## src/rtl/tickgen_pkg.sv

```systemverilog
// tickgen_pkg
// Shared definitions for the multi-channel tick generator.
//   - Channel mode encodings (2 bits per channel on the mode bus).
//   - pre_width(): counter width needed to count 0..pre-1.
// Optional feature macro used by the files importing this package: TICKGEN_SYNC_EN.
package tickgen_pkg;

    localparam logic [1:0] MODE_OFF     = 2'b00;
    localparam logic [1:0] MODE_TOGGLE  = 2'b01;
    localparam logic [1:0] MODE_PULSE   = 2'b10;
    localparam logic [1:0] MODE_ONESHOT = 2'b11;

    // Width of a counter that must hold values 0..pre-1 (never narrower than 1 bit).
    function automatic int pre_width(input int pre);
        return (pre <= 2) ? 1 : $clog2(pre);
    endfunction

endpackage

```

## src/rtl/tick_prescaler.sv

```systemverilog
// tick_prescaler
// Divides CLK down to a one-cycle base tick at TICK_HZ (PRE = CLK_HZ/TICK_HZ clocks).
// Ports:
//   CLK    in   system clock
//   RST_N  in   asynchronous active-low reset
//   en     in   run enable; when low the count freezes and tick is forced low
//   sync   in   (only with TICKGEN_SYNC_EN) clears the count and any pending tick
//   tick   out  one-cycle pulse, high in the cycle after the count reaches PRE-1
// Optional feature macro: TICKGEN_SYNC_EN.
module tick_prescaler
    import tickgen_pkg::*;
#(
    parameter int CLK_HZ  = 50000000,
    parameter int TICK_HZ = 1000
) (
    input  logic CLK,
    input  logic RST_N,
    input  logic en,
`ifdef TICKGEN_SYNC_EN
    input  logic sync,
`endif
    output logic tick
);

    localparam int PRE = CLK_HZ / TICK_HZ;
    localparam int PW  = pre_width(PRE);
    localparam logic [PW-1:0] LAST = PW'(PRE - 1);

    if (PRE < 2) begin : g_bad_pre
        $error("tick_prescaler: CLK_HZ/TICK_HZ must be at least 2");
    end

    logic [PW-1:0] pcnt_q, pcnt_d;
    logic          tick_q, tick_d;

    // A tick raised just before en drops is held rather than lost, and
    // released once en returns, so freezing never drops or adds a tick.
    always_comb begin
        pcnt_d = pcnt_q;
        tick_d = tick_q;
`ifdef TICKGEN_SYNC_EN
        if (sync) begin
            pcnt_d = '0;
            tick_d = 1'b0;
        end else
`endif
        if (en) begin
            tick_d = (pcnt_q == LAST);
            pcnt_d = (pcnt_q == LAST) ? '0 : pcnt_q + 1'b1;
        end
    end

    always_ff @(posedge CLK or negedge RST_N) begin
        if (!RST_N) begin
            pcnt_q <= '0;
            tick_q <= 1'b0;
        end else begin
            pcnt_q <= pcnt_d;
            tick_q <= tick_d;
        end
    end

`ifdef TICKGEN_SYNC_EN
    assign tick = tick_q & en & ~sync;
`else
    assign tick = tick_q & en;
`endif

endmodule

```

## src/rtl/tick_gen_multi.sv

```systemverilog
// tick_gen_multi
// Prescaler plus NCH independent channels, each dividing the base tick by a
// runtime-loadable divisor and driving an output in OFF/TOGGLE/PULSE/ONESHOT mode.
// Ports:
//   CLK        in   system clock
//   RST_N      in   asynchronous active-low reset
//   en         in   global run enable (counters freeze, loads still accepted)
//   div_load   in   [NCH]     per-channel divisor load strobe
//   div_val    in   [DIV_W]   shared divisor value sampled on div_load
//   mode       in   [2*NCH]   per-channel mode, bits [2c+1:2c]
//   sync_all   in   (only with TICKGEN_SYNC_EN) phase-aligns every channel
//   tick_base  out  one-cycle base tick
//   ch_tick    out  [NCH]     one-cycle per-channel period-end pulse
//   ch_out     out  [NCH]     per-channel mode-dependent output
// Optional feature macro: TICKGEN_SYNC_EN.
module tick_gen_multi
    import tickgen_pkg::*;
#(
    parameter int CLK_HZ    = 50000000,
    parameter int TICK_HZ   = 1000,
    parameter int NCH       = 4,
    parameter int DIV_W     = 16,
    parameter int DIV_RESET = 500
) (
    input  logic               CLK,
    input  logic               RST_N,
    input  logic               en,
    input  logic [NCH-1:0]     div_load,
    input  logic [DIV_W-1:0]   div_val,
    input  logic [2*NCH-1:0]   mode,
`ifdef TICKGEN_SYNC_EN
    input  logic               sync_all,
`endif
    output logic               tick_base,
    output logic [NCH-1:0]     ch_tick,
    output logic [NCH-1:0]     ch_out
);

    if ((NCH < 1) || (NCH > 16)) begin : g_bad_nch
        $error("tick_gen_multi: NCH must be in 1..16");
    end

    tick_prescaler #(
        .CLK_HZ  (CLK_HZ),
        .TICK_HZ (TICK_HZ)
    ) u_pre (
        .CLK   (CLK),
        .RST_N (RST_N),
        .en    (en),
`ifdef TICKGEN_SYNC_EN
        .sync  (sync_all),
`endif
        .tick  (tick_base)
    );

    for (genvar c = 0; c < NCH; c++) begin : g_ch
        logic [DIV_W-1:0] cnt_q, cnt_d;
        logic [DIV_W-1:0] div_q, div_d;
        logic [1:0]       mode_q, mode_d;
        logic             out_q, out_d;
        logic             tick_q, tick_d;
        logic             done_q, done_d;
        logic [1:0]       mode_c;

        assign mode_c = mode[2*c +: 2];

        // Priority: sync, load, mode change, idle (OFF or zero divisor),
        // finished oneshot, then normal counting. mode_q remembers last
        // cycle's mode so a change can be seen and used to restart the channel.
        always_comb begin
            cnt_d  = cnt_q;
            div_d  = div_q;
            mode_d = mode_c;
            out_d  = out_q;
            tick_d = 1'b0;
            done_d = done_q;
`ifdef TICKGEN_SYNC_EN
            if (sync_all) begin
                cnt_d  = '0;
                out_d  = 1'b0;
                done_d = 1'b0;
            end else
`endif
            if (div_load[c]) begin
                div_d  = div_val;
                cnt_d  = '0;
                out_d  = 1'b0;
                done_d = 1'b0;
            end else if (mode_c != mode_q) begin
                cnt_d  = '0;
                out_d  = 1'b0;
                done_d = 1'b0;
            end else if ((mode_c == MODE_OFF) || (div_q == '0)) begin
                cnt_d  = '0;
                out_d  = 1'b0;
                done_d = 1'b0;
            end else if ((mode_c == MODE_ONESHOT) && done_q) begin
                out_d = 1'b1;
            end else begin
                if (tick_base) begin
                    if (cnt_q == div_q - 1'b1) begin
                        cnt_d  = '0;
                        tick_d = 1'b1;
                    end else begin
                        cnt_d = cnt_q + 1'b1;
                    end
                end
                case (mode_c)
                    MODE_TOGGLE: begin
                        if (tick_d) begin
                            out_d = ~out_q;
                        end
                    end
                    MODE_PULSE: begin
                        out_d = tick_d;
                    end
                    MODE_ONESHOT: begin
                        if (tick_d) begin
                            out_d  = 1'b1;
                            done_d = 1'b1;
                        end
                    end
                    default: begin
                        out_d = 1'b0;
                    end
                endcase
            end
        end

        always_ff @(posedge CLK or negedge RST_N) begin
            if (!RST_N) begin
                cnt_q  <= '0;
                div_q  <= DIV_W'(DIV_RESET);
                mode_q <= MODE_OFF;
                out_q  <= 1'b0;
                tick_q <= 1'b0;
                done_q <= 1'b0;
            end else begin
                cnt_q  <= cnt_d;
                div_q  <= div_d;
                mode_q <= mode_d;
                out_q  <= out_d;
                tick_q <= tick_d;
                done_q <= done_d;
            end
        end

        assign ch_tick[c] = tick_q;
        assign ch_out[c]  = out_q;
    end

endmodule

```

## config.mk

```make
export PLATFORM = sky130hd
export DESIGN_NAME = tick_gen_multi
export DESIGN_NICKNAME = d
export VERILOG_FILES = /design/src/rtl/tickgen_pkg.sv /design/src/rtl/tick_prescaler.sv /design/src/rtl/tick_gen_multi.sv
export SDC_FILE = /design/constraint.sdc
export NUM_CORES = 1
export LEC_CHECK = 0
export ABC_AREA = 1
export CAP_MARGIN = 20
export CORE_MARGIN = 3
export CORE_UTILIZATION = 56
export CTS_CLUSTER_DIAMETER = 120
export DETAILED_ROUTE_END_ITERATION = 16
export GPL_TIMING_DRIVEN = 0
export PLACE_DENSITY_LB_ADDON = 0.2
export SYNTH_ARGS = -nofsm -noshare
export SYNTH_HDL_FRONTEND = slang
export SYNTH_SLANG_ARGS = --single-unit
export TNS_END_PERCENT = 1
```

## constraint.sdc

```tcl
create_clock -name CLK -period 2.4 [get_ports CLK]
set_clock_uncertainty 0.2 [all_clocks]
set_input_delay 0.72 -clock CLK [delete_from_list [all_inputs] [get_ports CLK]]
set_output_delay 0.72 -clock CLK [all_outputs]
set_load 0.05 [all_outputs]
```

# == After elaboration in Yosys (flattened, before gate mapping) ==
# Index checks and enable logic that the tools add are counted.
# word_totals
reg_bits,165
latchBits,0
mem_bits_rw,0
rom_bits,0
in_bits,31
output_inout_bits,9
elab_cells,226
n_memories,0
# classes
addsub,9
multipliers,0
n_div,0
magnitude_cmp,0
eq_ne,33
shifts,0
muxes,113
n_bitwise,5
reduce_logical,40
# ops
operator,n
16-bit 2-to-1 mux,25
1-bit 2-to-1 mux,84
16-bit by 1-bit adder with 16-bit output (second input constant),5
16-bit equality test,4
16-bit zero test,4
16-bit by 1-bit subtractor with 16-bit output (second input constant),4
4-bit nonzero test,12
6-bit by 4-bit inequality test with 1-bit output (second input constant),4
6-bit inequality test (second input constant),4
16-bit equality test (second input constant),1
2-bit equality test (second input constant),8
4-bit inequality test (second input constant),4
2-bit AND reduction,8
1-bit one-hot mux with 3 select lines,4
3-bit AND reduction,4
2-bit by 1-bit equality test with 1-bit output (second input constant),4
2-bit zero test,4
2-bit inequality test,4
1-bit logical AND,4
1-bit logical OR,4
1-bit inverter,4
1-bit bitwise AND,1

# == Logic depth before layout (Yosys ltp) ==
# Gate-level depths: netlist of run 1.
# depth
depth_word,14
depth_mapped,17
depth_no_buf,17

# == Modules after synthesis ==
# From an unflattened synthesis of run 1, not the netlist that was laid out.
# hier_totals
hier_cells,1526
hier_area_um2,10661.5
# by_module_without_submodules
module,n_inst,cells_per_inst,area_each_um2,seq_area_each_um2
tick_gen_multi,1,1387,9663.0,3733.6
tick_prescaler,1,139,998.5,425.4

# == Worst setup path before layout of run 1 ==
# OpenSTA, ideal clock, no wires.
# synth_path
kind,input port to output port
start,input port en
end,output port tick_base
arrival_time_ps,1515
required_ps,1480
slack_ps,-35
path_stages,3
n_path_buf,1
cell_sequence,nand2_1 inv_1 buf_1
# synth_between
elab_chain_len,1
# synth_lines
item,line,text
start: declaration,tick_gen_multi.sv:27,"input logic en,"
1-bit bitwise AND,tick_prescaler.sv:66,assign tick = tick_q & en;
end: declaration,tick_gen_multi.sv:34,"output logic tick_base,"
# No other way between the ends.

# == Worst setup path after layout of run 1 ==
# Ends and elaborated chain as after synthesis.

==> results.sh, run 1 <==
export IMPL_cap_violations=0
export IMPL_syn_area_per_cell_sq_um=6.95
export IMPL_synth_mux_area_share_pct=0.621
export IMPL_nNetsFinal=1650
export IMPL_fin_util_pct=67.8
export IMPL_postSynth_asyncResetShare_pct=100
export IMPL_hold_slack_ps=-6.11
export IMPL_avgViaCountPerCell=5.27
export IMPL_fin_crit_sh_pct=104
export IMPL_dr_pass1_iters=8
export IMPL_clock_sink_count=165
export IMPL_setup_viol=15
export IMPL_slew_headroom_pct=65.5
export IMPL_rows=49
export IMPL_path_max_fanout=10
export IMPL_gr_total_overflow=0
export IMPL_initial_utilization_pct=58.3
export IMPL_violations="hold timing, setup timing"
export IMPL_status="finished, violations left"
export IMPL_hpwl_mm=18.8
export IMPL_synth_ff_type="dfrtp_1"
export IMPL_die_x_um=144
export IMPL_cp_arrival_ps=1580
export IMPL_hold_path_class="in2async"
export IMPL_synth_seq_area_share_pct=38.9
export IMPL_finalWirelength_mm=26.3
export IMPL_cpPeakStageDelay_ps=250
export IMPL_drive_gt1_share_pct=13.1
export IMPL_vias=9762
export IMPL_synth_cell_area_sq_um=10700
export IMPL_end_kind="primary output"
export IMPL_yosys_register_bits=165
export IMPL_cts_tree="done"
export IMPL_grt_pass1_vias=9061
export IMPL_cp_cell_sequence="clkdlybuf4s15_2 -> nand2_2 -> clkinvlp_4 -> buf_12 -> buf_6"
export IMPL_cp_num_buf_inv=4
export IMPL_dieArea_sq_um=20800
export IMPL_grt_usage_pct=26.0
export IMPL_drtIter0Drc=627
export IMPL_synth_warnings=0
export IMPL_irDropWorstVdd_uv=653
export IMPL_finalWeightedCongestion=0.890
export IMPL_hold_viol=3
export IMPL_yosysMostFrequentCell="nand2_1"
export IMPL_crit_required_ps=1480
export IMPL_leakage_nw=5.81
export IMPL_fmaxAchievable_mhz=399
export IMPL_die_y_um=144
export IMPL_worst_slew_pin_slew_ps=517
export IMPL_fin_crit_ps=2500
export IMPL_nFillCells=1583
export IMPL_ios=40
export IMPL_rsz0062_at_grt="true"
export IMPL_synth_top_cells_by_area="dfrtp_1, nand2_1, inv_1"
export IMPL_synth_compound_area_share_pct=5.85
export IMPL_clkTransAtPathRegs_ps=60
export IMPL_synth_edff_count=0
export IMPL_synth_nets=1576
export IMPL_dp_cells=1805
export IMPL_synth_top_area_share_pct=33.0
export IMPL_ys_top_cells_by_count="nand2_1, inv_1, nor2_1"
export IMPL_synthSimpleGateAreaFrac_pct=37.6
export IMPL_cts_made_buffers=17
export IMPL_grt_max_degree=106
export IMPL_drv_slew=0
export IMPL_cts_root_buf="clkbuf_16"
export IMPL_cpMaxStageDelayCell="clkdlybuf4s15_2"
export IMPL_synth_xor_area_share_pct=7.07
export IMPL_ant_nets=0
export IMPL_h_tree_depth=4
export IMPL_syn_to_final_growth_pct=16.3
export IMPL_synth_top_family_by_area="simple AND/OR/NAND/NOR gates"
export IMPL_startpoint_type="input port"
export IMPL_synth_cells=1536
export IMPL_crit_type="in2out"
export IMPL_hold_buffers=0
export IMPL_yosysUniqueCellTypes=44
export IMPL_wl_per_cell_um=14.2
export IMPL_drc_errors=0
export IMPL_crit_family="buffers and inverters"
export IMPL_power_density_nw_per_um2=575
export IMPL_antenna_found_initial=0
export IMPL_clockBufferDepth=2
export IMPL_place_ws_ps=-1650
export IMPL_fin_total_pwr_mw=7.14
export IMPL_stdcell_count=1852
export IMPL_setup_slack_ps=-103
export IMPL_synth_fa_ha_area_share_pct=1.05
export IMPL_n_antenna_cell=0
export IMPL_grt_pass1_wl_mm=43.4
export IMPL_numPortBuffers=39
export IMPL_clk_latency_ps=430
export IMPL_yosysTopAreaCell="dfrtp_1"
export IMPL_coreArea_sq_um=18300
-- worst register-to-register path, cell delays in order (launching register included) --
cell and delay [ps]:
dfrtp_1 400, inv_2 100, ha_4 160, nand2_2 90
nor2_4 190, nand2_1 120, nand3_1 120, nand2_1 50
inv_1 50, nand3_1 100, nor2_2 160, nand3_2 130
o21ai_4 250, buf_6 160, nor2_1 40
-- cell usage in the layout, fill, tap and decap left out, types with 5 or more instances in the layout --
| cell type | count |
|---|---|
| nor3_1 | 25 |
| a21oi_1 | 20 |
| nor2_2 | 24 |
| nand4_1 | 32 |
| xnor2_1 | 27 |
| clkbuf_1 | 16 |
| nor2_4 | 16 |
| o21ai_0 | 79 |
| buf_4 | 29 |
| inv_2 | 12 |
| ha_1 | 5 |
| nand3b_1 | 9 |
| nand2_2 | 11 |
| clkbuf_16 | 17 |
| xor2_1 | 52 |
| nor3_2 | 12 |
| nand3_1 | 133 |
| nand2_4 | 5 |
| nor2_1 | 173 |
| dfrtp_1 | 140 |
| nand2_1 | 452 |
| buf_6 | 7 |
| clkdlybuf4s50_1 | 25 |
| or2_2 | 5 |
| dfstp_2 | 24 |
| mux2_2 | 5 |
| inv_1 | 191 |
-- state kept, by name, indices dropped and copies added, names as in the netlist --
signal	cells
g_ch.done_q	4
g_ch.out_q	4
u_pre.tick_q	1
u_pre.pcnt_q	16
g_ch.cnt_q	64
g_ch.mode_q	8
g_ch.div_q	64
g_ch.tick_q	4
-- cells by family after synthesis --
group                    Yosys count
multiplexers                       6
AO/OA/AOI/OAI                    117
flip-flops                       165
buffers and inverters            236
XOR/XNOR                          83
AND/OR/NAND/NOR                  920
adder cells (fa/ha/maj)            9
-- per-layer routing --
layer | vias up | routed length (um) | track usage, %
met3 | 32 | 1000 | 4.20
met2 | 213 | 12600 | 42.9
met1 | 4535 | 12100 | 35.7
met4 | 0 | 512 | 7.14
li1 | 4982 | - | -
met5 | - | 0 | 0
-- repair_timing --
action	in CTS	in global routing
setup buffers	3	11
gates cloned	0	1
pin swaps	8	23
endpoints found under the setup margin	86	77
gates resized for setup	62	59
-- cell type report --
type	instances	area (sq um)	share of cell area (%)
buffer	32	228	1.83
clock buffer	21	460	3.71
clock inverter	11	115	0.926
inverter	204	769	6.19
multi-input combinational	1135	5870	47.3
sequential	165	4160	33.5
tap	229	287	2.31
timing repair buffer	55	534	4.30
-- stage by stage --
| step | area, sq um | TNS, ps |
|---|---|---|
| finish | 12400 | -429 |
| CTS | 12100 | -1090 |
| global placement | 11400 | -1038470 |
| detailed placement | 11400 | -53000 |
| global route | 12400 | -6690 |
| floorplan | 10700 | 0 |
-- final timing paths --
check | start | slack [ps] | depth (start not counted) | end
min reg2reg | g_ch[2].done_q | 290 | 1 | g_ch[2].done_q
max in group asynchronous | RST_N | 1140 | 2 | g_ch[3].div_q[4]
max reg2reg | g_ch[3].div_q[0] | -30 | 14 | g_ch[3].cnt_q[12]
max | en | -100 | 5 | tick_base
min | RST_N | -6 | 1 | g_ch[2].out_q
min in group CLK | g_ch[2].done_q | 290 | 1 | g_ch[2].done_q
-- power breakdown --
group          internal [mW]  switching, mW
sequential              2.97          0.173
clock                   1.51           1.23
combinational          0.469          0.788
(Power assumes the default switching activity.)
==> inputs of run 2 (changes only) <==
--- a/config.mk
+++ b/config.mk
@@ -7,6 +7,7 @@
 export LEC_CHECK = 0
 export ABC_AREA = 1
 export CAP_MARGIN = 20
+export CORE_ASPECT_RATIO = 0.5
 export CORE_MARGIN = 3
 export CORE_UTILIZATION = 56
 export CTS_CLUSTER_DIAMETER = 120
==> results.sh, run 2 (synthesis gave the netlist of run 1 again) <==
export IMPL_leakage_nw=5.89
export IMPL_dp_cells=1835
export IMPL_drc_errors=0
export IMPL_irDropWorstVdd_uv=548
export IMPL_worst_path_stages=5
export IMPL_fin_crit_sh_pct=103
export IMPL_met2_length_mm=12.3
export IMPL_timing_rr_start="g_ch[2].div_q[0]"
export IMPL_drive_gt1_share_pct=13.8
export IMPL_dr_wl_met3_mm=1.75
export IMPL_finalWeightedCongestion=0.917
export IMPL_cts_tree="done"
export IMPL_drtIter0Drc=741
export IMPL_status="finished, violations left"
export IMPL_r2r_end="g_ch[2].cnt_q[7]"
export IMPL_clkPwrFrac_pct=41.2
export IMPL_power_density_nw_per_um2=600
export IMPL_syn_to_final_growth_pct=18.2
export IMPL_place_ws_ps=-1630
export IMPL_layout_commonest_cell="nand2_1"
export IMPL_setup_viol=33
export IMPL_wl_per_cell_um=14.9
export IMPL_end_kind="primary output"
export IMPL_final_setup_tns_ps=-1080
export IMPL_cpMaxStageDelayCell="clkdlybuf4s15_2"
export IMPL_n_antenna_cell=0
export IMPL_path_max_fanout=10
export IMPL_final_area_sq_um=12600
export IMPL_grt_usage_pct=27.3
export IMPL_ios=40
export IMPL_cp_arrival_ps=1560
export IMPL_clockBufferDepth=2
export IMPL_cp_endpoint="tick_base"
export IMPL_die_x_um=201
export IMPL_startpoint_type="input port"
export IMPL_dieArea_sq_um=20900
export IMPL_h_tree_depth=4
export IMPL_finalWirelength_mm=28.2
export IMPL_rsz0062_at_grt="true"
export IMPL_ant_nets=0
export IMPL_dr_max_layer_used="met4"
export IMPL_final_cell_mix="nand2_1, inv_1, nor2_1"
export IMPL_drv_slew=0
export IMPL_coreArea_sq_um=18600
export IMPL_clock_sink_count=165
export IMPL_avgViaCountPerCell=5.36
export IMPL_r2r_cells=12
export IMPL_placed_area_sq_um=11400
export IMPL_vias=10141
export IMPL_clk_latency_ps=450
export IMPL_dr_pass1_iters=5
export IMPL_grt_pass1_vias=9647
export IMPL_swShare_pct=29.7
export IMPL_combPwrFrac_pct=17.1
export IMPL_worst_slew_pin_slew_ps=623
export IMPL_critPathLaunch="en"
export IMPL_cpPeakStageDelay_ps=250
export IMPL_clkTransAtPathRegs_ps=60
export IMPL_hpwl_mm=20.0
export IMPL_setup_slack_ps=-82.8
export IMPL_violations="setup timing"
export IMPL_gr_total_overflow=0
export IMPL_cap_violations=0
export IMPL_nNetsFinal=1660
export IMPL_rows=35
export IMPL_p_switching_mw=2.25
export IMPL_slew_headroom_pct=58.5
export IMPL_fin_util_pct=68.0
export IMPL_crit_type="in2out"
export IMPL_drt_met1_wl_mm=13.5
export IMPL_crit_required_ps=1480
export IMPL_rrSetupSlack_ps=-70
export IMPL_cp_num_buf_inv=4
export IMPL_antenna_found_initial=1
export IMPL_hold_viol=0
export IMPL_fmaxAchievable_mhz=403
export IMPL_hold_path_class="reg2reg"
export IMPL_largestRegisters="g_ch.cnt_q x64, g_ch.div_q x64, u_pre.pcnt_q x16"
export IMPL_fin_crit_ps=2480
export IMPL_grt_pass1_wl_mm=46.4
export IMPL_numPortBuffers=39
export IMPL_crit_family="buffers and inverters"
export IMPL_nFillCells=1582
export IMPL_grt_max_degree=128
export IMPL_p_seq_share_pct=41.6
export IMPL_cp_cell_sequence="clkdlybuf4s15_2 -> nand2_2 -> clkinvlp_4 -> buf_8 -> buf_6"
export IMPL_cts_root_buf="clkbuf_16"
export IMPL_stdcell_count=1892
export IMPL_cts_made_buffers=17
export IMPL_die_y_um=104
export IMPL_p_int_mw=5.32
export IMPL_initial_utilization_pct=57.5
[run 2: changes by cell type in the layout (fill, tap and decap cells not counted), sizes merged]
cell / before / now
clkinvlp: 4 / 2
dlygate4sd3: 0 / 1
bufinv: 1 / 5
clkbuf: 36 / 32
buf: 43 / 52
dlymetal6s2s: 1 / 0
clkdlybuf4s50: 25 / 26
clkinv: 1 / 3
[run 2: power by group through the flow]
stage	sequential, mW	combinational [mW]	clock (mW)
3_3_place_gp	3.18	1.11	0
4_1_cts	3.14	1.20	3.15
3_5_place_dp	3.18	1.15	0
6_report	3.15	1.30	3.12
2_1_floorplan	3.14	0.812	0
5_1_grt	3.17	1.46	3.29
[run 2: worst min path at each step]
stage	startpoint	to	slack, ps	cells past startpoint
6_report	g_ch[0].div_q[8]	g_ch[0].div_q[8]	310	2
3_3_place_gp	u_pre.tick_q	u_pre.tick_q	270	2
4_1_cts	u_pre.tick_q	u_pre.tick_q	290	2
5_1_grt	g_ch[0].div_q[8]	g_ch[0].div_q[8]	330	2
3_5_place_dp	u_pre.tick_q	u_pre.tick_q	270	2
2_1_floorplan	RST_N	g_ch[0].cnt_q[0]	220	0
[run 2: area by class of cell]
| type | instances | area [sq um] | area share [%] |
|---|---|---|---|
| repair buffers | 65 | 604 | 4.79 |
| inverters | 204 | 774 | 6.14 |
| flip-flops and latches | 165 | 4160 | 33.0 |
| clock buffers | 17 | 425 | 3.37 |
| well taps | 259 | 324 | 2.57 |
| clock inverters | 15 | 239 | 1.89 |
| plain buffers | 32 | 223 | 1.76 |
| multi-input cells | 1135 | 5870 | 46.5 |
[run 2: per-layer routing]
metal | global-route usage (%) | up-vias
met5 | 0 | -
met4 | 9.60 | 0
met3 | 5.34 | 62
met2 | 42.4 | 307
met1 | 38.4 | 4754
li1 | - | 5018
[run 2: stage by stage]
stage | hold WS (ps) | power (mW)
final | 308 | 7.57
after global routing | 327 | 7.91
after CTS | 285 | 7.49
after detailed placement | 267 | 4.34
after global placement | 268 | 4.29
after floorplan | 224 | 3.95
[run 2: what timing repair did]
item                                   CTS  global route
pin swaps                                9            23
gates cloned                             0             2
endpoints found under the hold margin   37             0
resized for setup                       58            65
hold buffers                             1             0
setup buffers                            3            19
setup endpoints to repair               84            78
[run 2: worst register-to-register path, stage by stage (launching register included)]
cell     delay (ps)
dfrtp_1         400
inv_2            80
ha_1            180
nand2_2         100
nor2_4          170
nand2_2          80
nor2_2          140
xnor3_1         230
nor2_1          170
nand3_2         150
o21ai_4         250
buf_6           150
nor2_1           50
